$ cat config.mk
export PLATFORM = sky130hd
export DESIGN_NAME = alu_sequencer
export DESIGN_NICKNAME = d
export VERILOG_FILES = /design/src/rtl/alu_sequencer.sv
export SDC_FILE = /design/constraint.sdc
export NUM_CORES = 1
export LEC_CHECK = 0
export CAP_MARGIN = 10
export CORE_ASPECT_RATIO = 1.1
export CORE_UTILIZATION = 45
export CTS_BUF_LIST = sky130_fd_sc_hd__clkbuf_4
export DETAILED_ROUTE_END_ITERATION = 10
export GPL_ROUTABILITY_DRIVEN = 0
export PLACE_DENSITY = 0.95
export SKIP_CTS_REPAIR_TIMING = 1
export SLEW_MARGIN = 20
export SYNTH_ARGS = -nofsm -noshare
export SYNTH_HDL_FRONTEND = slang
export SYNTH_SLANG_ARGS = --single-unit
$ cat constraint.sdc
create_clock -name Clock -period 3.6 [get_ports Clock]
set_clock_uncertainty 0.1 [all_clocks]
set_input_delay 0.9 -clock Clock [delete_from_list [all_inputs] [get_ports Clock]]
set_output_delay 0.9 -clock Clock [all_outputs]
set_load 0.05 [all_outputs]
$ cat src/rtl/alu_sequencer.sv
// ---------------------------------------------------------------------------
// alu_sequencer
//
// Purpose:
//   Hardwired control sequencer for a single-bus ALU datapath. Fetches an
//   instruction (T0-T2), decodes it (T3) and runs it through the ALU
//   (T4-T6), issuing the datapath strobes and one-hot register selects.
//   Retired instructions are counted; illegal opcodes and memory timeouts
//   raise a sticky Fault and return the sequencer to IDLE.
//
// Parameters:
//   NUM_REGS    number of general registers (power of 2, 2..32)
//   MEM_TIMEOUT maximum T1 cycles spent waiting for Mem_Ready
//   CNT_W       width of Instr_Count
//
// Ports:
//   Clock        in   system clock, rising edge
//   Clear        in   asynchronous active-low reset
//   Run, Stop    in   level start / halt requests
//   IR[31:0]     in   instruction register contents
//   Mem_Ready    in   memory read data valid
//   PC_Out .. Read  out  datapath strobes (registered)
//   CONTROL[4:0] out  ALU operation code (opcode in T4..T6, else 0)
//   Reg_Out      out  one-hot register bus-drive select
//   Reg_In       out  one-hot register load select
//   Busy         out  high in every state except IDLE
//   Fault        out  sticky fault flag, cleared only by reset
//   Instr_Count  out  saturating count of retired instructions
// ---------------------------------------------------------------------------
module alu_sequencer #(
  parameter int NUM_REGS    = 16,
  parameter int MEM_TIMEOUT = 8,
  parameter int CNT_W       = 16
) (
  input  logic                Clock,
  input  logic                Clear,
  input  logic                Run,
  input  logic                Stop,
  input  logic [31:0]         IR,
  input  logic                Mem_Ready,
  output logic                PC_Out,
  output logic                MDR_Out,
  output logic                ZLO_Out,
  output logic                ZHI_Out,
  output logic                PC_In,
  output logic                MDR_In,
  output logic                MAR_In,
  output logic                IR_In,
  output logic                Y_In,
  output logic                ZLO_In,
  output logic                ZHI_In,
  output logic                IncPC,
  output logic                Read,
  output logic [4:0]          CONTROL,
  output logic [NUM_REGS-1:0] Reg_Out,
  output logic [NUM_REGS-1:0] Reg_In,
  output logic                Busy,
  output logic                Fault,
  output logic [CNT_W-1:0]    Instr_Count
);

  localparam int IW = $clog2(NUM_REGS);
  localparam int WW = $clog2(MEM_TIMEOUT + 1);

  typedef logic [IW-1:0]       idx_t;
  typedef logic [NUM_REGS-1:0] reg_vec_t;

  localparam logic [WW-1:0] WAIT_LAST = WW'(MEM_TIMEOUT - 1);
  localparam reg_vec_t      REG_ONE   = reg_vec_t'(1);

  typedef enum logic [2:0] {IDLE, T0, T1, T2, T3, T4, T5, T6} state_t;

  state_t        state;
  state_t        state_nxt;
  logic          started;
  logic [WW-1:0] wait_cnt;

  logic [4:0] opcode;
  idx_t       ra_idx;
  idx_t       rb_idx;
  idx_t       rc_idx;
  idx_t       ra_wrap;
  logic       is_wide;
  logic       is_unary;
  logic       is_legal;
  logic       run_ok;
  logic       retire;
  logic       mem_timeout;
  logic       fault_evt;
  logic       unused_ir;

  // Field decode; the size casts reduce each 4-bit field modulo NUM_REGS.
  assign opcode    = IR[31:27];
  assign ra_idx    = idx_t'(IR[26:23]);
  assign rb_idx    = idx_t'(IR[22:19]);
  assign rc_idx    = idx_t'(IR[18:15]);
  assign ra_wrap   = ra_idx + idx_t'(1);
  assign unused_ir = ^IR[14:0];

  assign is_wide  = (opcode == 5'h0E) || (opcode == 5'h0F);
  assign is_unary = (opcode == 5'h10) || (opcode == 5'h11);
  assign is_legal = (opcode <= 5'h0D) || is_wide || is_unary;

  assign run_ok      = Run && !Stop;
  assign retire      = ((state == T5) && !is_wide) || (state == T6);
  assign mem_timeout = (state == T1) && !Mem_Ready && (wait_cnt == WAIT_LAST);
  assign fault_evt   = mem_timeout || ((state == T3) && !is_legal);

  // Next-state decision. Stop is only looked at on the retire cycle so an
  // instruction in flight always completes.
  always_comb begin
    state_nxt = state;
    case (state)
      IDLE: if (started && run_ok) state_nxt = T0;
      T0:   state_nxt = T1;
      T1: begin
        if (Mem_Ready)        state_nxt = T2;
        else if (mem_timeout) state_nxt = IDLE;
        else                  state_nxt = T1;
      end
      T2:   state_nxt = T3;
      T3:   state_nxt = is_legal ? T4 : IDLE;
      T4:   state_nxt = T5;
      T5: begin
        if (is_wide)     state_nxt = T6;
        else if (run_ok) state_nxt = T0;
        else             state_nxt = IDLE;
      end
      T6:   state_nxt = run_ok ? T0 : IDLE;
      default: state_nxt = IDLE;
    endcase
  end

  // State, status and strobe registers. Strobes are computed from the state
  // being entered so each one is a clean flop output for that whole state.
  // started holds off the first fetch until the second edge after reset.
  always_ff @(posedge Clock or negedge Clear) begin
    if (!Clear) begin
      state       <= IDLE;
      started     <= 1'b0;
      wait_cnt    <= '0;
      Fault       <= 1'b0;
      Instr_Count <= '0;
      PC_Out      <= 1'b0;
      MDR_Out     <= 1'b0;
      ZLO_Out     <= 1'b0;
      ZHI_Out     <= 1'b0;
      PC_In       <= 1'b0;
      MDR_In      <= 1'b0;
      MAR_In      <= 1'b0;
      IR_In       <= 1'b0;
      Y_In        <= 1'b0;
      ZLO_In      <= 1'b0;
      ZHI_In      <= 1'b0;
      IncPC       <= 1'b0;
      Read        <= 1'b0;
      Busy        <= 1'b0;
    end else begin
      state   <= state_nxt;
      started <= 1'b1;

      if (state != T1)     wait_cnt <= '0;
      else if (!Mem_Ready) wait_cnt <= wait_cnt + WW'(1);

      if (fault_evt) Fault <= 1'b1;

      if (retire && (Instr_Count != '1)) Instr_Count <= Instr_Count + CNT_W'(1);

      PC_Out  <= (state_nxt == T0);
      MAR_In  <= (state_nxt == T0);
      IncPC   <= (state_nxt == T0);
      ZLO_In  <= (state_nxt == T0) || (state_nxt == T4);
      ZLO_Out <= (state_nxt == T1) || (state_nxt == T5);
      Read    <= (state_nxt == T1);
      MDR_In  <= (state_nxt == T1);
      PC_In   <= (state_nxt == T1) && (state != T1);
      MDR_Out <= (state_nxt == T2);
      IR_In   <= (state_nxt == T2);
      Y_In    <= (state_nxt == T3);
      ZHI_In  <= (state_nxt == T4) && is_wide;
      ZHI_Out <= (state_nxt == T6);
      Busy    <= (state_nxt != IDLE);
    end
  end

  // Register selects and CONTROL depend on IR, which the datapath only loads
  // at the end of T2, so they are decoded from the registered state and the
  // current IR rather than precomputed a cycle early.
  always_comb begin
    CONTROL = 5'b00000;
    Reg_Out = '0;
    Reg_In  = '0;
    case (state)
      T3: Reg_Out = REG_ONE << rb_idx;
      T4: begin
        CONTROL = opcode;
        if (!is_unary) Reg_Out = REG_ONE << rc_idx;
      end
      T5: begin
        CONTROL = opcode;
        Reg_In  = REG_ONE << ra_idx;
      end
      T6: begin
        CONTROL = opcode;
        Reg_In  = REG_ONE << ra_wrap;
      end
      default: ;
    endcase
  end

endmodule

==> impl_results.md <==
- Pre-CTS setup slack: -0.01867 ns
- Nets: 366
- Die ar.: 5038 sq um
- Area of the multi-input gates: 1321 sq um
- Cell leakage power: 1.528 nW
- Clock share of power: 12.2%
- Min-delay worst type: reg -> reg
- Startpoint Class: primary input
- Yosys top cell area share: 40.91%
- Antenna Violating Nets Remaining: 0
- Worst R2R End: Busy
- Slew headroom: 56.67%
- Internal: 0.8528 mW
- Clock-pin slew on the worst setup and hold paths: about 0.11 ns
- Root buf cell: clkbuf_4
- End point of the critical path: Reg_Out[9]
- Most flops, register: Instr_Count
- Worst Path Arrival: roughly 2.5 ns
- Peak supply drop: 0.5037 mV
- Register share of total power: 34.0%
- Most common cell after layout, fill and taps aside: clkdlybuf4s50_1
- Cell variety after synth: 49
- Main flop type after synthesis: dfrtp_1
- Core area: 4442 sq um
- Die height: 74.34 um
- CP endpoint kind: output pin
- Syn_nets: roughly 270
- Crit path required time: 2.60 ns
- MaxCap Viol Count: 0
- Reg-to-Reg Start: state[0]
- Net Sw Frac: roughly half
- Crit-path max FO: 4
- Sw Pwr: roughly 0.82 mW
- Final setup viols: 0
- Grt ovf: 0
- Pwr Density: 465.4 nW/um^2
- Gate power share: between 50% and 60%
- Final hold vios: 0
- EDFF count, synth: 0
- Drt total wl: between 7000 and 8000 um
- Row cnt: 25
- Max Buffers Root-to-Sink: 2
- Synth Register Bits: 35
- Syn. warnings: 0
- P&R area growth vs syn: 68.15%
- Largest net degree at the start of global routing: 36
- RSZ-0062 raised after global routing: no
- Worst skew pair latency: 0.36 ns
- Max reg flops: 16
- DP HPWL: 4966 um
- Final WS setup: 0.1182 ns
- Fillers: 227
- Vias in the first global route: approximately 2,200
- Avg Cell Area, Syn: 9.149 sq um
- Post-synthesis async set-or-reset flop share: 100.0%
- Area leader, netlist: dfrtp_1
- Layout cells sized above 1: about 28%
- DRC Markers: 0
- Worst Tran Pin Value: ~0.65 ns
- Critical path type: in -> out
- R2r worst-path depth: 5
- CTS Sinks: 35
- Min Tclk post-route: 3.482 ns
- Clock buffer count from CTS: 5
- Drt first pass iters: 5
- FMAX: 287.2 MHz
- Fin util: 81.04%
- CTS tree: yes
- Cell area after synthesis: approximately 2100 sq um
- Iteration-0 DRC Markers: 198
- # IOs: 105
- Antenna Cells: 0
- Commonest cells after routing, fill and taps aside: 46 x clkdlybuf4s50_1, 35 x dfrtp_1, 32 x buf_12
- Die Width: 67.77 um
- Pins Over Slew Limit: 0
- Final period utilization: 96.72%
- Global-route wire length before repair: a little over 10,000 um
- Tot Pwr: between 1.5 and 2 mW
- Initial Utilization: 48.20%
- Seq/Total Area, Yosys: 40.91%
- H-tree depth: 2
- # port buffers: about 90
- Sequential Area: ~880 sq um
- Total track usage: 27.73%
- WL/cell: 19.58 um
- Initial antenna violation count: 0
- DR vias: 2,347
- CP startpoint: IR[31]
- R2r setup slk: 1.43 ns
- Synth top area cells: dfrtp_1 41%, xor2_1 7.4%, nor2_1 5.3%, nand2_1 3.7%, o22ai_1 2.9%
- Outcome: complete, no violations
- Routed vias/inst: 6.176
- Syn Inst Count: approximately 230
- Top flop regs: Instr_Count: 16 flops, wait_cnt: 4 flops, state: 3 flops
==> layer usage <==
metal | global-route usage, % | routed length, um | up-vias
met5 | 0 | 0 | -
met4 | 15.13 | 326 | 0
met3 | 6.442 | 488 | 34
met2 | 45.87 | 3845 | 144
met1 | 32.89 | 2781 | 1146
li1 | - | - | 1023
==> how the worst min path moves through the flow <==
stage | start | end | slack, ns | depth (start not counted)
final | Instr_Count[15] | Instr_Count[15] | 0.41 | 1
after global routing | Instr_Count[9] | Instr_Count[9] | 0.45 | 1
after CTS | Fault | Fault | 0.42 | 1
after detailed placement | Fault | Fault | 0.39 | 1
after global placement | Instr_Count[15] | Instr_Count[15] | 0.38 | 1
after floorplan | wait_cnt[3] | wait_cnt[3] | 0.41 | 2
==> worst max-delay path, cell delays in order <==
cell,delay [ns]
clkdlybuf4s50_1,0.46
a211oi_1,0.25
buf_4,0.16
nand3_1,0.18
o22ai_1,0.34
buf_12,0.19
==> power groups by stage <==
| stage | registers [mW] | logic, mW | clock network, mW |
|---|---|---|---|
| detailed placement | 0.565 | 0.863 | 0 |
| global route | 0.577 | 0.943 | 0.222 |
| finish | 0.570 | 0.902 | 0.204 |
| global placement | 0.563 | 0.830 | 0 |
| floorplan | 0.724 | 0.425 | 0 |
| CTS | 0.560 | 0.868 | 0.205 |
==> cell usage after synthesis, types with 3 or more instances <==
master and n:
a21oi_1 3, a32o_1 4, and2_1 8, and3_1 3, buf_2 4, buf_4 4, dfrtp_1 35, ha_1 3
inv_1 5, nand2_1 21, nand2b_1 5, nand3_1 6, nand3b_1 3, nand4_1 8, nor2_1 30, nor2_2 3
nor2b_1 3, nor3_1 11, nor3b_1 3, nor4_1 6, o22ai_1 10, or3_1 4, xnor2_1 3, xor2_1 18
==> through the flow <==
stage	TNS, ns	area, sq um	cells	hold slack (ns)
3_3_place_gp	0	3383	372	0.3830
6_report	0	3600	380	0.4120
4_1_cts	-0.04402	3430	379	0.4168
2_1_floorplan	0	2141	234	0.4055
3_5_place_dp	-0.03211	3383	372	0.3885
5_1_grt	0	3600	380	0.4507
==> cells by family after synthesis <==
logic type | count (synthesis) | synth area share, %
flops | 35 | 40.91
other cells | 1 | 0.1752
fa+ha+maj | 3 | 1.754
xor+xnor | 21 | 8.592
mux | 3 | 1.520
compound gates | 28 | 9.351
simple gates | 126 | 33.43
buf+inv | 17 | 4.267
==> area by class of cell <==
| type | count | area share, % |
|---|---|---|
| tap | 54 | 1.877 |
| clock inverter | 2 | 0.2433 |
| timing repair buffer | 96 | 35.18 |
| sequential | 35 | 24.33 |
| multi-input combinational | 182 | 36.71 |
| inverter | 6 | 0.6257 |
| clock buffer | 5 | 1.043 |
No activity file was read; power rests on OpenSTA's default activity.
